<file path="src/rtl/sar_adc_ctrl.sv">
// Successive-approximation ADC controller: drives trial codes into the R2R DAC
// and resolves one bit per step from the synchronized comparator output.
module sar_adc_ctrl #(
  parameter int WIDTH    = 8,
  parameter int SETTLE_W = 8
) (
  input  logic                clk,
  input  logic                rst,
  input  logic                start,
  input  logic                cont,
  input  logic [SETTLE_W-1:0] settle,
  input  logic                comp_in,
  output logic [WIDTH-1:0]    dac_code,
  output logic                busy,
  output logic                done,
  output logic [WIDTH-1:0]    result
);

  localparam int IDX_W = (WIDTH > 1) ? $clog2(WIDTH) : 1;

  typedef enum logic [2:0] {
    IDLE,
    SETTLE,
    SYNC0,
    SYNC1,
    DECIDE
  } state_t;

  state_t              state_reg, state_next;
  logic [1:0]          sync_reg;
  logic                comp_s;
  logic [IDX_W-1:0]    idx_reg, idx_next;
  logic [SETTLE_W-1:0] cnt_reg, cnt_next;
  logic [SETTLE_W-1:0] settle_l_reg, settle_l_next;
  logic [WIDTH-1:0]    dac_reg, dac_next;
  logic [WIDTH-1:0]    result_reg, result_next;
  logic                busy_reg, busy_next;
  logic                done_reg, done_next;

  assign comp_s   = sync_reg[1];
  assign dac_code = dac_reg;
  assign result   = result_reg;
  assign busy     = busy_reg;
  assign done     = done_reg;

  always_ff @(posedge clk) begin
    if (rst) begin
      state_reg    <= IDLE;
      sync_reg     <= '0;
      idx_reg      <= '0;
      cnt_reg      <= '0;
      settle_l_reg <= '0;
      dac_reg      <= '0;
      result_reg   <= '0;
      busy_reg     <= 1'b0;
      done_reg     <= 1'b0;
    end else begin
      state_reg    <= state_next;
      sync_reg     <= {sync_reg[0], comp_in};
      idx_reg      <= idx_next;
      cnt_reg      <= cnt_next;
      settle_l_reg <= settle_l_next;
      dac_reg      <= dac_next;
      result_reg   <= result_next;
      busy_reg     <= busy_next;
      done_reg     <= done_next;
    end
  end

  always_comb begin
    state_next    = state_reg;
    idx_next      = idx_reg;
    cnt_next      = cnt_reg;
    settle_l_next = settle_l_reg;
    dac_next      = dac_reg;
    result_next   = result_reg;
    busy_next     = busy_reg;
    done_next     = 1'b0;

    case (state_reg)
      IDLE: begin
        if (start || cont) begin
          settle_l_next       = settle;
          cnt_next            = settle;
          idx_next            = IDX_W'(WIDTH - 1);
          dac_next            = '0;
          dac_next[WIDTH-1]   = 1'b1;
          busy_next           = 1'b1;
          state_next          = SETTLE;
        end
      end
      SETTLE: begin
        if (cnt_reg == '0) state_next = SYNC0;
        else               cnt_next   = cnt_reg - SETTLE_W'(1);
      end
      // Two wait states cover the comparator synchronizer latency.
      SYNC0:   state_next = SYNC1;
      SYNC1:   state_next = DECIDE;
      DECIDE: begin
        if (!comp_s) dac_next[idx_reg] = 1'b0;
        if (idx_reg != '0) begin
          idx_next                         = idx_reg - IDX_W'(1);
          dac_next[idx_reg - IDX_W'(1)]    = 1'b1;
          cnt_next                         = settle_l_reg;
          state_next                       = SETTLE;
        end else begin
          result_next = dac_next;
          done_next   = 1'b1;
          busy_next   = 1'b0;
          state_next  = IDLE;
        end
      end
      default: state_next = IDLE;
    endcase
  end

endmodule

</file>
<file path="config.mk">
export PLATFORM = sky130hd
export DESIGN_NAME = sar_adc_ctrl
export DESIGN_NICKNAME = d
export VERILOG_FILES = /design/src/rtl/sar_adc_ctrl.sv
export SDC_FILE = /design/constraint.sdc
export NUM_CORES = 1
export LEC_CHECK = 0
export CAP_MARGIN = 20
export CORE_UTILIZATION = 51
export DETAILED_ROUTE_END_ITERATION = 12
export GPL_TIMING_DRIVEN = 1
export PLACE_DENSITY = 0.83
export SLEW_MARGIN = 15
export SYNTH_ARGS = -nofsm -noshare
export SYNTH_HDL_FRONTEND = slang
export SYNTH_SLANG_ARGS = --single-unit
</file>
<file path="constraint.sdc">
create_clock -name clk -period 2.93 [get_ports clk]
set_input_delay 0.4395 -clock clk [delete_from_list [all_inputs] [get_ports clk]]
set_output_delay 0.4395 -clock clk [all_outputs]
set_load 0.03 [all_outputs]
</file>
; ---- Yosys cells after proc, flatten, opt, wreduce, memory -nomap -nowiden
; Index checks and enable logic that the tools add are counted.
[word_totals]
register_bits = 42
word_cells = 69
[op_classes]
addsub = 2
order_cmp = 4
n_eq_ne = 9
n_mux = 24
n_bitwise = 5
reduce_logical = 16
[ops]
columns = cell, n
row1 = 8-bit two-way mux, 7
row2 = 8-bit one-hot mux with 3 select lines, 1
row3 = 8-bit one-hot mux with 2 select lines, 1
row4 = 3-bit one-hot mux with 5 select lines, 1
row5 = 3-bit two-way mux, 4
row6 = 2-bit != test (second input constant), 5
row7 = 8-bit AND, 1
row8 = 8-bit logical NOT, 1
row9 = 3-bit by 4-bit < comparator with 1-bit output (second input constant), 2
row10 = 8-bit inverter, 1
row11 = 8-bit bitwise OR, 1
row12 = 2-bit AND reduction, 4
row13 = 8-bit by 1-bit subtractor with 8-bit output (second input constant), 1
row14 = 1-bit demux with 3-bit select, 2
row15 = 3-bit by 2-bit == test with 1-bit output (second input constant), 2
row16 = 3-bit by 1-bit >= comparator with 1-bit output (second input constant), 2
row17 = 1-bit two-way mux, 6
row18 = 3-bit one-hot mux with 2 select lines, 1
row19 = 3-bit AND reduction, 2
row20 = 3-bit nonzero test, 2
row21 = 4-bit AND reduction, 1
row22 = 3-bit by 1-bit == test with 1-bit output (second input constant), 1
row23 = 3-bit == test (second input constant), 1
row24 = 3-bit logical NOT, 1
row25 = other kinds (7), 9

; ---- Longest topological paths before layout
[logic_depth]
ltp_word = 11
mapped_depth = 7
mapped_depth_nobuf = 6

; ---- Least setup slack after synthesis
; Ideal clock, no wire load.
[synth_timing]
path_type = register to register
start = register idx_reg[0]
end = register dac_reg[4], in the netlist dac_code[4]
arrival_ps = 1752
required_time_ps = 2844
setup_slack_ps = 1093
path_stages_with_launch = 7
n_path_buf = 0
synth_period_minus_slack_ps = 1837
path_cell_list = dfxtp_1 clkinv_1 ha_1 or3b_2 a21oi_4 nand3_1 a211oi_1
[synth_between]
elab_chain_cells = 11
[synth_rtl]
columns = element, line
row1 = "start, declared", 32  ; logic [IDX_W-1:0] idx_reg, idx_next;
row2 = "start signal, assigned", 60  ; idx_reg <= idx_next;
row3 = branches (longest 9 deep; another with 3-bit by 4-bit < comparator with 1-bit output), n/a
row4 = 8-bit two-way mux (*), 101  ; if (idx_reg != '0) begin
row5 = 8-bit one-hot mux with 2 select lines (*), 80  ; case (state_reg)
row6 = "end signal, assigned", 63  ; dac_reg <= dac_next;
row7 = "end, declared", 35  ; logic [WIDTH-1:0] dac_reg, dac_next;
; Every way passes the cells marked *. The select of a mux whose other input is x is not followed.
; A chain may end at the register's enable or synchronous reset.

; ---- Worst setup path after layout
; Same ends and word-level chain as after synthesis.

==> results.yml <==
synthesis:
  synth_ff_type: "dfxtp_1"
  ys_seq_area_share_pct: 39.0
  syn_inst: 255
  async_flop_share_pct: 0
  ys.warnings.count: 0
  ys_ff_latch: 42
  syn_area_um2: 2160
  syn_nets: 272
  synth_edf_count: 0
  avgSynthCellArea_um2: 8.46
  synth_cell_types: 58
worst_setup_path:
  crit_slowest_cell: "dfxtp_1"
  critPathRequiredTime_ns: 3.15
  slowest_delay_ns: 0.57
  crit_chain: "clkinv_1 > ha_1 > or3b_2 > a21oi_4 > nand3_1 > a211oi_1"
  crit_path_start_kind: "flip-flop"
  cp_top_family: "simple AND/OR/NAND/NOR gates"
  critPathKind: "flip-flop to flip-flop"
  r2r_end: "dac_code[4]"
  reg2reg_from: "idx_reg[0]"
  cp_num_buf_inv: 1
  r2r_setup_slack_ns: 0.55
  r2r_cells: 6
  cp_max_fo: 12
  cp-end-kind: "flip-flop"
  worst_ep_arrival_time_ns: 2.60
detailed_routing:
  drc: 0
  first_pass_iters: 4
  drt_wl_total_um: 4800
  vias_per_cell: 5.98
  drt-initial-drc-count: 148
  ant_nets: 0
  route.vias.total: 1948
  routedWlPerCell_um: 14.7
place:
  dp_cells: 318
  io_buffers: 30
  gp_congestion: 0.894
  dp_hpwl_um: 3330
  dpl_cell_area_um2: 2440
layout:
  fin_cells: 326
  nets: 292
  multiInputGateArea_um2: 1200
  mostFrequentLayoutCells: "dfxtp_1, a21oi_1, nand2_1, clkdlybuf4s50_1, nor2_1"
  area_growth_pct: 18.0
  n_antenna_cell: 0
  finalInstanceArea_um2: 2550
  drive_gt1_share_pct: 6.88
  layout.area.seq_um2: 841
  fill_cells: 358
  final_common_cell: "dfxtp_1"
  final_core_utilization_pct: 63.2
clock_tree:
  cts_made_buffers: 5
  cts_resized: 0
  clk_pin_slew_worst_paths_ns: 0.08
  root_buffer: "clkbuf_8"
  ctsHoldBuffers: 0
  clock_path_buffers: 2
  clock-sinks: 42
  insertion_delay_ns: 0.30
  post-cts-setup-buffers: 0
  cts_tree: "yes"
  ctsHtreeMaxLevel: 2
hold_path:
  hold_path_end: "sync_reg[1]"
  hp-class: "flip-flop to flip-flop"
  whs_path_depth: 1
  hold_path.startpoint: "sync_reg[0]"
floorplan:
  die_w_um: 67.0
  die_h_um: 67.0
  ios: 31
  floorplan.initialDensity_pct: 53.5
  fp-row-count: 23
  design.die.area_um2: 4490
  core-area_um2: 4030
sta:
  worst_pin_slew_ns: 0.720
  rsz0062_at_grt: "false"
  tns_ns: 0
  timing_hold_violations_final: 0
  skew_ns: 0.00789
  final_max_slew_viol_count: 0
  max_freq_mhz: 420
  relSlewSlack_pct: 51.9
  period_minus_slack_ns: 2.38
  setup_violations: 0
  fin_crit_sh_pct: 81.3
pwr:
  leakage_nw: 0.899
  power_w: 0.00200
  power_density_nw_per_um2: 786
  vdd_ir_drop_max_v: 0.000291
global_routing:
  top_usage_layer: "met2"
  grt_pass1_vias: 1754
  grt_max_degree: 27
  use_met2_pct: 35.5
  use_met3_pct: 5.31
  grt_first_pass_wirelength_um: 8130
  overflow: 0
  antenna_found_initial: 0
  grt_usage_pct: 24.0
  gr-usage-met1_pct: 33.0
outcome:
  outcome: "complete, no violations"
job:
  cap_violations: 0
==> layer usage <==
metal,part of all wire (%),vias up
met4,1.8,0
met3,4.9,8
li1,-,980
met2,45,54
met1,48,906
met5,0,-
==> synth_stat cells (all sizes together), types with 3 or more instances <==
cell / instances / share of area (%)
o211ai: 6 / 2.3
nand4b: 4 / 1.6
a311oi: 3 / 1.2
ha: 4 / 2.3
nor3b: 4 / 2.1
clkbuf: 10 / 1.7
nand3: 5 / 1.2
o31ai: 5 / 1.7
nand2b: 3 / 0.87
or4: 3 / 1.0
nor3: 8 / 1.9
dfxtp: 42 / 39
buf: 8 / 2.5
a211oi: 7 / 2.4
inv: 6 / 1.0
and3: 5 / 1.5
a31oi: 5 / 1.5
nor2b: 3 / 0.87
nor2: 15 / 3.1
or3b: 3 / 1.3
xor2: 3 / 1.2
nand2: 32 / 5.6
a21oi: 38 / 9.3
==> cell families after synthesis <==
kind of cell               count (synthesis)  share of synthesized area (%)
AOI/OAI and AO/OA                         84                           26.1
xor gates and xnor gates                   3                           1.22
adders and majority gates                  4                           2.32
buffers and inverters                     25                           5.45
DFF                                       42                           39.0
muxes                                      2                          0.928
and+or+nand+nor                           95                           25.0
==> worst max-delay path by stage <==
stage,startpoint,endpoint,slack [ns],cells past startpoint
finish,idx_reg[0],dac_code[4],0.55,6
global route,idx_reg[0],dac_code[4],0.42,6
CTS,idx_reg[0],dac_code[4],0.61,6
detailed placement,idx_reg[0],dac_code[4],0.63,6
global placement,idx_reg[0],dac_code[4],0.72,6
floorplan,idx_reg[0],dac_code[4],1.09,6
==> where the power goes <==
group / switching [W] / internal, W / total (W)
registers: 0.000140 / 0.000663 / 0.000804
logic: 0.000429 / 0.000308 / 0.000738
clock network: 0.000205 / 0.000254 / 0.000459
==> worst reg2reg max path: cells and delay by family, from the launching register on <==
family	cells	cell delay, ns
flip-flops	1	0.57
AO/OA/AOI/OAI	2	0.45
buffers and inverters	1	0.33
adder cells (fa/ha/maj)	1	0.37
AND/OR/NAND/NOR	2	0.59
==> area by class of cell <==
class / count / area share, %
multi-input combinational: 188 / 47.1
inverter: 7 / 1.03
tap: 50 / 2.46
timing repair buffer: 31 / 12.1
clock inverter: 2 / 1.47
clock buffer: 6 / 2.85
sequential: 42 / 33.0
==> per-stage QoR <==
stage | hold WS (ns) | setup slack, ns
floorplan | 0.414 | 1.09
global placement | 0.418 | 0.716
detailed placement | 0.420 | 0.632
CTS | 0.438 | 0.610
global route | 0.460 | 0.422
finish | 0.436 | 0.548
No activity file was read; power rests on OpenSTA's default activity.
